$ cat config.mk
export PLATFORM = sky130hd
export DESIGN_NAME = sa_skew_feeder_flat
export DESIGN_NICKNAME = d
export VERILOG_FILES = /design/src/rtl/sa_skew_feeder_pkg.sv /design/src/rtl/sa_skew_feeder_if.sv /design/src/rtl/sa_skew_feeder_delay_line.sv /design/src/rtl/sa_skew_feeder.sv /design/src/flat_wrapper.sv
export SDC_FILE = /design/constraint.sdc
export NUM_CORES = 1
export LEC_CHECK = 0
export ABC_CLOCK_PERIOD_IN_PS = 2150
export BUFFER_PORTS_ARGS = -buffer_cell sky130_fd_sc_hd__buf_2
export CAP_MARGIN = 40
export CORE_ASPECT_RATIO = 2
export CORE_UTILIZATION = 55
export DETAILED_ROUTE_END_ITERATION = 8
export GPL_ROUTABILITY_DRIVEN = 0
export HOLD_SLACK_MARGIN = 0.12
export PLACE_DENSITY = 0.87
export SLEW_MARGIN = 20
export SYNTH_ARGS = -nofsm -noshare
export SYNTH_HDL_FRONTEND = slang
export SYNTH_SLANG_ARGS = --single-unit
$ cat constraint.sdc
create_clock -name clk -period 2.15 [get_ports clk]
set_input_delay 0.43 -clock clk [delete_from_list [all_inputs] [get_ports clk]]
set_output_delay 0.43 -clock clk [all_outputs]
set_load 0.03 [all_outputs]
$ cat src/rtl/sa_skew_feeder_pkg.sv
// pe_pkg: shared constants and types for the systolic array edge feeder
package pe_pkg;
  localparam int DEF_DATA_W = 16;
  localparam int DEF_ACC_W  = 40;
  localparam int DEF_LANES  = 4;
  typedef enum logic [1:0] {IDLE, STREAM, FLUSH} feeder_state_e;
  typedef logic signed [DEF_DATA_W-1:0] lane_t;
endpackage

$ cat src/rtl/sa_skew_feeder_if.sv
// sa_skew_feeder_if: upstream beat handshake plus skewed PE-edge outputs
interface sa_skew_feeder_if #(parameter int DATA_W = 16, parameter int LANES = 4);
  logic                    in_valid;
  logic                    in_ready;
  logic [LANES*DATA_W-1:0] in_data;
  logic                    in_last;
  logic [LANES*DATA_W-1:0] out_data;
  logic [LANES-1:0]        out_valid;
  logic                    done;
  modport master (output in_valid, in_data, in_last, input in_ready, out_data, out_valid, done);
  modport slave  (input in_valid, in_data, in_last, output in_ready, out_data, out_valid, done);
endinterface

$ cat src/rtl/sa_skew_feeder_delay_line.sv
// skew_delay_line: fixed-depth always-shifting register chain for one lane
module skew_delay_line #(parameter int WIDTH = 17, parameter int DEPTH = 1) (
  input  logic             clk,
  input  logic             rst_n,
  input  logic [WIDTH-1:0] d,
  output logic [WIDTH-1:0] q
);
  logic [WIDTH-1:0] sr [DEPTH];
  // shift every cycle; stage 0 takes the new entry, the last stage is the output
  always_ff @(posedge clk or negedge rst_n)
    if (!rst_n) for (int k = 0; k < DEPTH; k++) sr[k] <= '0;
    else begin
      sr[0] <= d;
      for (int k = 1; k < DEPTH; k++) sr[k] <= sr[k-1];
    end
  assign q = sr[DEPTH-1];
endmodule

$ cat src/rtl/sa_skew_feeder.sv
// sa_skew_feeder: diagonally skews operand vectors onto the PE array edge
module sa_skew_feeder import pe_pkg::*; #(
  parameter int DATA_W = DEF_DATA_W,
  parameter int LANES  = DEF_LANES
) (
  input logic             clk,
  input logic             rst_n,
  sa_skew_feeder_if.slave bus
);
  localparam int CW = $clog2(LANES + 1);
  feeder_state_e state, state_n;
  logic [CW-1:0] cnt, cnt_n;
  logic          rdy, acc;
  assign rdy          = state != FLUSH;
  assign acc          = bus.in_valid && rdy;
  assign bus.in_ready = rdy;
  // state and flush counter registers
  always_ff @(posedge clk or negedge rst_n)
    if (!rst_n) begin
      state <= IDLE;
      cnt   <= '0;
    end else begin
      state <= state_n;
      cnt   <= cnt_n;
    end
  // hold off input for LANES-1 cycles after a tile's last beat so the skew drains
  always_comb begin
    state_n = state;
    cnt_n   = cnt;
    if (state == FLUSH) begin
      cnt_n   = cnt - 1'b1;
      state_n = cnt == CW'(1) ? IDLE : FLUSH;
    end else if (acc) begin
      state_n = !bus.in_last ? STREAM : (LANES > 1 ? FLUSH : IDLE);
      cnt_n   = CW'(LANES - 1);
    end
  end
  for (genvar i = 0; i < LANES; i++) begin : g_lane
    logic [DATA_W-1:0] ld, lq;
    logic              lv;
    assign ld = acc ? bus.in_data[i*DATA_W +: DATA_W] : '0;
    assign bus.out_data[i*DATA_W +: DATA_W] = lq;
    assign bus.out_valid[i] = lv;
    if (i == LANES - 1) begin : g_tail
      skew_delay_line #(.WIDTH(DATA_W + 2), .DEPTH(i + 1)) u_dl (
        .clk(clk), .rst_n(rst_n),
        .d({acc && bus.in_last, acc, ld}),
        .q({bus.done, lv, lq})
      );
    end else begin : g_body
      skew_delay_line #(.WIDTH(DATA_W + 1), .DEPTH(i + 1)) u_dl (
        .clk(clk), .rst_n(rst_n),
        .d({acc, ld}),
        .q({lv, lq})
      );
    end
  end
endmodule
$ cat src/flat_wrapper.sv
// flat-port wrapper written by rule: the top's interface ports become plain ports
module sa_skew_feeder_flat import pe_pkg::*;
#(
  parameter int DATA_W = DEF_DATA_W,
  parameter int LANES  = DEF_LANES
)
  (clk, rst_n, bus_in_valid, bus_in_data, bus_in_last, bus_in_ready, bus_out_data, bus_out_valid, bus_done);
  sa_skew_feeder_if #(.DATA_W(DATA_W), .LANES(LANES)) bus_i ();
  input logic clk;
  input logic rst_n;
  input wire logic [$bits(bus_i.in_valid)-1:0] bus_in_valid;
  input wire logic [$bits(bus_i.in_data)-1:0] bus_in_data;
  input wire logic [$bits(bus_i.in_last)-1:0] bus_in_last;
  output wire logic [$bits(bus_i.in_ready)-1:0] bus_in_ready;
  output wire logic [$bits(bus_i.out_data)-1:0] bus_out_data;
  output wire logic [$bits(bus_i.out_valid)-1:0] bus_out_valid;
  output wire logic [$bits(bus_i.done)-1:0] bus_done;
  assign bus_i.in_valid = bus_in_valid;
  assign bus_i.in_data = bus_in_data;
  assign bus_i.in_last = bus_in_last;
  assign bus_in_ready = bus_i.in_ready;
  assign bus_out_data = bus_i.out_data;
  assign bus_out_valid = bus_i.out_valid;
  assign bus_done = bus_i.done;
  sa_skew_feeder #(.DATA_W(DATA_W), .LANES(LANES)) u_core (.clk(clk), .rst_n(rst_n), .bus(bus_i));
endmodule
==> results of run 1 <==
[logic make-up (layout without fill, tap and decap cells)]
family / count (synthesis) / in the layout / share of synthesized area, %
AOI/OAI and AO/OA: 8 / 8 / 0.868
adders and majority gates: 2 / 2 / 0.469
other: 0 / 2 / 0
DFF: 173 / 173 / 81.1
and+or+nand+nor: 70 / 70 / 8.28
muxes: 1 / 1 / 0.188
buffers and inverters: 72 / 180 / 9.05
[cells in the final DEF, fill, tap and decap left out, types with 2 or more instances in the layout]
cell / n
a21oi_1: 3
clkbuf_1: 3
diode_2: 2
ha_1: 2
buf_12: 2
inv_6: 2
inv_1: 4
clkbuf_16: 17
clkinvlp_4: 2
buf_4: 4
dfrtp_1: 173
clkbuf_8: 2
o21ai_0: 2
and3_1: 66
buf_2: 136
bufinv_16: 4
[timing repair]
action / in CTS / in global routing
hold buffers: 1 / 0
resized for setup: 0 / 0
endpoints found under the hold margin: 55 / 0
[routing by layer]
layer / wire length [microns] / vias to the layer above / GRT usage, % / part of all wire [%]
met5: 0 / - / 0 / 0
met4: 199 / 0 / 10.5 / 2.3
met1: 3070 / 1300 / 20.8 / 36
met3: 462 / 14 / 6.11 / 5.5
met2: 4740 / 92 / 30.5 / 56
li1: - / 1195 / - / -
[worst max-delay path: stages (launching register included)]
cell and delay (ps):
dfrtp_1 390, nor2b_4 160, inv_2 350, buf_2 290
[cell usage after synthesis, drive strengths merged]
cell	count	share of area, %
a31oi	1	0.12
and3	66	7.7
nor3	1	0.094
o21ai	2	0.19
clkbuf	11	0.77
dfrtp	173	81
and2	1	0.12
ha	2	0.47
mux2i	1	0.19
inv	5	0.35
a22oi	1	0.14
nand2	1	0.070
a21o	1	0.14
buf	56	7.9
a21oi	3	0.28
nor2b	1	0.26
[registers in the layout, summed over array words and instances, names as in the netlist]
| register | cells |
|---|---|
| u_core.cnt | 3 |
| u_core.g_lane.g_body.u_dl.q | 48 |
| u_core.g_lane.g_body.u_dl.sr | 48 |
| u_core.g_lane.g_tail.u_dl.q | 18 |
| u_core.g_lane.g_tail.u_dl.sr | 54 |
| u_core.state | 2 |
[power breakdown]
part / total (mW) / switching (mW) / internal [mW]
clock network: 3.13 / 1.12 / 2.01
logic: 1.24 / 0.872 / 0.371
registers: 3.95 / 0.172 / 3.78
[area by class of cell]
| type | instances | share of cell area, % |
|---|---|---|
| inverter | 5 | 0.293 |
| sequential | 173 | 67.6 |
| clock buffer | 22 | 7.25 |
| antenna | 2 | 0.0782 |
| clock inverter | 9 | 2.46 |
| timing repair buffer | 144 | 12.1 |
| tap | 104 | 2.03 |
| multi-input combinational | 81 | 8.17 |
[how the worst max path moves through the flow]
| stage | start | to | slack, ps |
|---|---|---|---|
| 2_1_floorplan | u_core.state[0]$_DFFE_PN0P_ | bus_in_ready | 890 |
| 3_3_place_gp | u_core.state[1]$_DFFE_PN0P_ | bus_in_ready | 610 |
| 3_5_place_dp | u_core.state[1]$_DFFE_PN0P_ | bus_in_ready | 570 |
| 4_1_cts | u_core.state[1]$_DFFE_PN0P_ | bus_in_ready | 120 |
| 5_1_grt | u_core.state[1]$_DFFE_PN0P_ | bus_in_ready | 10 |
| 6_report | u_core.state[1]$_DFFE_PN0P_ | bus_in_ready | 130 |
==> results.cfg, run 1 <==
[cells_and_area]
stdcell_area_sq_mm = 0.00640
final_util_pct = 68.2
area_delta_synth_final_pct = 20.0
multiInputGateArea_sq_um = 523
layout-drive-gt1-share_pct = 39.9
fillCellCount = 630
layout.cells.non_filler = 540
nNetsFinal = 492
register_area_sq_mm = 0.00433

[min_path]
hold_depth = 2
worstHoldPathType = in -> reg
hold_start = bus_in_last
whs_endpoint = u_core.state[0]$_DFFE_PN0P_

[synthesis]
yosys_warnings = 0
yosysSeqAreaShare_pct = 81.1
syn-instance-count = 326
yosys.cell_types.count = 19
synth_area_sq_mm = 0.00534
synth_nets = 396
synth.avg_cell_area_sq_um = 16.4
synth_seq_cells = 173

[placement]
io_buffers = 137
post-place-ws_ps = 570
place_inst = 506
placed_area_sq_mm = 0.00576
hpwl_microns = 5510

[clock_network]
cts_buffers = 17
post_cts_buffers = 0
h-tree-depth = 4
path_clk_slew_ps = 60
cts_root_buffer = clkbuf_16
clock-sinks = 173
clk_latency_ps = 400
cts_buffer_depth = 2
cts_tree = yes

[pwr]
ir_worst_vdd_mv = 0.969
power_leakage_nw = 3.67
p_total_mw = 8.32
cellPowerDensity_mw_per_mm2 = 1300

[critical_path]
crit_type = reg -> out
r2r-end = u_core.g_lane[1].g_body.u_dl.sr[20]$_DFF_PN0_
end_kind = primary output
crit_required_ps = 1720
r2r-start = u_core.state[1]$_DFFE_PN0P_
cp-start-kind = register
cp_data_arrival_time_ps = 1590
r2r_slack_ps = 590
worstRegToRegCells = 4
crit_fanout = 36

[sta]
skew_ps = 5.80
post-route-period-util_pct = 94.1
tightestPinTransition_ps = 767
finalSetupTns_ps = 0
rsz0062_at_grt = false
setup_viol = 0
fmax_mhz = 494
slew_violations = 0
post-route-min-period_ps = 2020
max_slew_margin_pct = 48.9
finalWorstSetupSlack_ps = 126
finalHoldViolations = 0
worst_hold_slack_ps = 236

[floorplanning]
coreArea_sq_mm = 0.00938
rows = 50
die_h_microns = 141
die-area_sq_mm = 0.0101
top_level_ports = 138
initial_core_util_pct = 56.9
die_w_microns = 71.6

[global_routing]
grt_pass1_vias = 2745
grt-ovfl-total = 0
antenna_found_initial = 1
groute.usage.overall_pct = 18.5
grt_max_degree = 60
grt_pass1_wl_microns = 13400

[routing]
drc = 0
drtPass1Iterations = 4
vias = 2601
detail-route-antenna-nets = 0
vias_per_cell = 4.82
drtIter0Drc = 111
wire_per_inst_microns = 15.7
routed_wl_microns = 8480

[status]
status = finished clean

[run]
drv_cap = 0
Note: power is estimated with default switching activity, not from simulation.
==> run 2, diff against run 1 <==
ABC_AREA = 1   (was not set)
CORE_UTILIZATION = 57   (was 55)
PLACE_DENSITY = 0.88   (was 0.87)
==> results.cfg, run 2 <==
[floorplanning]
die-area_sq_mm = 0.0107
die_h_microns = 145
rows = 52
coreArea_sq_mm = 0.0101
initial_core_util_pct = 58.2
top_level_ports = 138
die_w_microns = 73.7

[critical_path]
crit_required_ps = 1720
startpoint = u_core.state[0]$_DFFE_PN0P_
end_kind = primary output
cp_data_arrival_time_ps = 1250
slowest_stage = dfrtp_1
crit_type = reg -> out
cpPeakStageDelay_ps = 400
critPathTopFamily = flip-flops
r2r-start = u_core.state[0]$_DFFE_PN0P_
crit_chain = inv_2 -> nand2_4 -> buf_2
critPathBufInv = 2
crit_fanout = 8
cp-start-kind = register

[routing]
drtPass1Iterations = 4
routed_wl_microns = 8220
wire_per_inst_microns = 12.7
vias = 2776
drc = 0
drtIter0Drc = 116
vias_per_cell = 4.28
detail-route-antenna-nets = 0

[global_routing]
grt-ovfl-total = 0
groute.usage.overall_pct = 17.6
grt_pass1_wl_microns = 13700
grt_max_degree = 59
antenna_found_initial = 0
grt_pass1_vias = 3010

[sta]
skew_ps = 10.7
slew_violations = 0
finalHoldViolations = 0
tightestPinTransition_ps = 527
finalSetupTns_ps = 0
post-route-period-util_pct = 78.2
max_slew_margin_pct = 64.9
fmax_mhz = 595
setup_viol = 0
post-route-min-period_ps = 1680
rsz0062_at_grt = false

[synthesis]
yosys_warnings = 0
synth_area_leaders = dfrtp_1, nor2_4, buf_4, inv_1, buf_12
synth.avg_cell_area_sq_um = 14.9
synth_seq_cells = 173
syn-instance-count = 395
synth_ff_type = dfrtp_1
synth_nets = 465
yosysTopAreaCell = dfrtp_1
ys_top_cells_by_count = dfrtp_1, inv_1, buf_4
synth_area_sq_mm = 0.00587
synthArstFlopShare_pct = 100
synth_top_cell_area_share_pct = 73.8
synth.most_common_cell = dfrtp_1
synth_edf_count = 0
yosys.cell_types.count = 13
yosysSeqAreaShare_pct = 73.8

[clock_network]
cts_buffers = 17
cts_buffer_depth = 2
path_clk_slew_ps = 70
cts_tree = yes
clock-sinks = 173
h-tree-depth = 4
clk_latency_ps = 420
cts_root_buffer = clkbuf_16
cts-resized-gates = 0

[min_path]
worstHoldPathType = in -> reg
hold_start = bus_in_data[12]

[pwr]
ir_worst_vdd_mv = 0.858
power_leakage_nw = 3.86
cellPowerDensity_mw_per_mm2 = 1210
p_total_mw = 8.36

[cells_and_area]
area_delta_synth_final_pct = 18.1
final_common_cell = dfrtp_1
largest_register_ffs = 54
regMostFlops = u_core.g_lane.g_tail.u_dl.sr
layout-drive-gt1-share_pct = 44.6
layout_common_cells = dfrtp_1, buf_2, inv_1
nNetsFinal = 570
antennaDiodeCount = 0
layout.cells.non_filler = 648
fillCellCount = 685

[placement]
hpwl_microns = 5650
place_inst = 615
io_buffers = 137

[run]
drv_cap = 0

[status]
status = finished clean
==> run 2: layer usage <==
| metal | part of all wire (%) | wire length, microns | GRT usage, % |
|---|---|---|---|
| met1 | 35 | 2900 | 19.1 |
| met2 | 56 | 4640 | 29.2 |
| met3 | 5.2 | 427 | 6.16 |
| met4 | 3.0 | 250 | 9.90 |
| met5 | 0 | 0 | 0 |
==> run 2: cell type report <==
cell class / instances / area [sq um] / share of cell area [%]
Sequential cell: 173 / 4330 / 62.5
Multi-Input combinational cell: 89 / 754 / 10.9
Clock buffer: 17 / 425 / 6.14
Tap cell: 135 / 169 / 2.44
Clock inverter: 15 / 170 / 2.46
Inverter: 74 / 278 / 4.01
Timing Repair Buffer: 145 / 805 / 11.6
==> run 2: through the flow <==
stage / util (%) / hold WS (ps) / setup slack (ps) / instance area, sq um
global route: 68.7 / 205 / 415 / 6930
CTS: 68.7 / 200 / 464 / 6930
global placement: 62.7 / 331 / 749 / 6320
finish: 68.7 / 220 / 468 / 6930
detailed placement: 62.7 / 335 / 711 / 6320
floorplan: - / 134 / 1030 / 5870
==> run 2: path summary, 6_finish.rpt <==
check	endpoint	slack [ps]	cells past startpoint
worst max-delay path	bus_in_ready	470	3
worst min-delay path	u_core.g_lane[0].g_body.u_dl.q[12]$_DFF_PN0_	220	3
worst max register to register	u_core.g_lane[0].g_body.u_dl.q[1]$_DFF_PN0_	710	5
worst min register to register	u_core.g_lane[2].g_body.u_dl.sr[23]$_DFF_PN0_	340	0
max in group asynchronous	u_core.g_lane[1].g_body.u_dl.q[15]$_DFF_PN0_	960	3
min in group asynchronous	u_core.g_lane[1].g_body.u_dl.q[14]$_DFF_PN0_	550	2
==> run 2: logic make-up after synthesis <==
logic type               after synthesis  synth area share [%]
AO/OA/AOI/OAI                          1                0.0852
adder cells (fa/ha/maj)                2                 0.426
buffers and inverters                133                  13.5
flip-flops                           173                  73.8
AND/OR/NAND/NOR                       86                  12.2
==> run 2: worst reg2reg max path, stage by stage, from the launching register on <==
cell,delay (ps)
dfrtp_1,420
inv_2,100
nand2_4,100
nand2_8,360
buf_4,310
nor2_4,40
==> run 2: repair_timing <==
action | in CTS | in global routing
setup buffers | 0 | 0
hold buffers | 1 | 0
hold endpoints to repair | 55 | 0
==> run 2: power breakdown <==
| group | total (mW) | internal [mW] | leakage (nW) | switching [mW] |
|---|---|---|---|---|
| clock network | 3.00 | 1.66 | 0.287 | 1.34 |
| registers | 3.93 | 3.76 | 2.28 | 0.171 |
| logic | 1.43 | 0.404 | 1.29 | 1.03 |
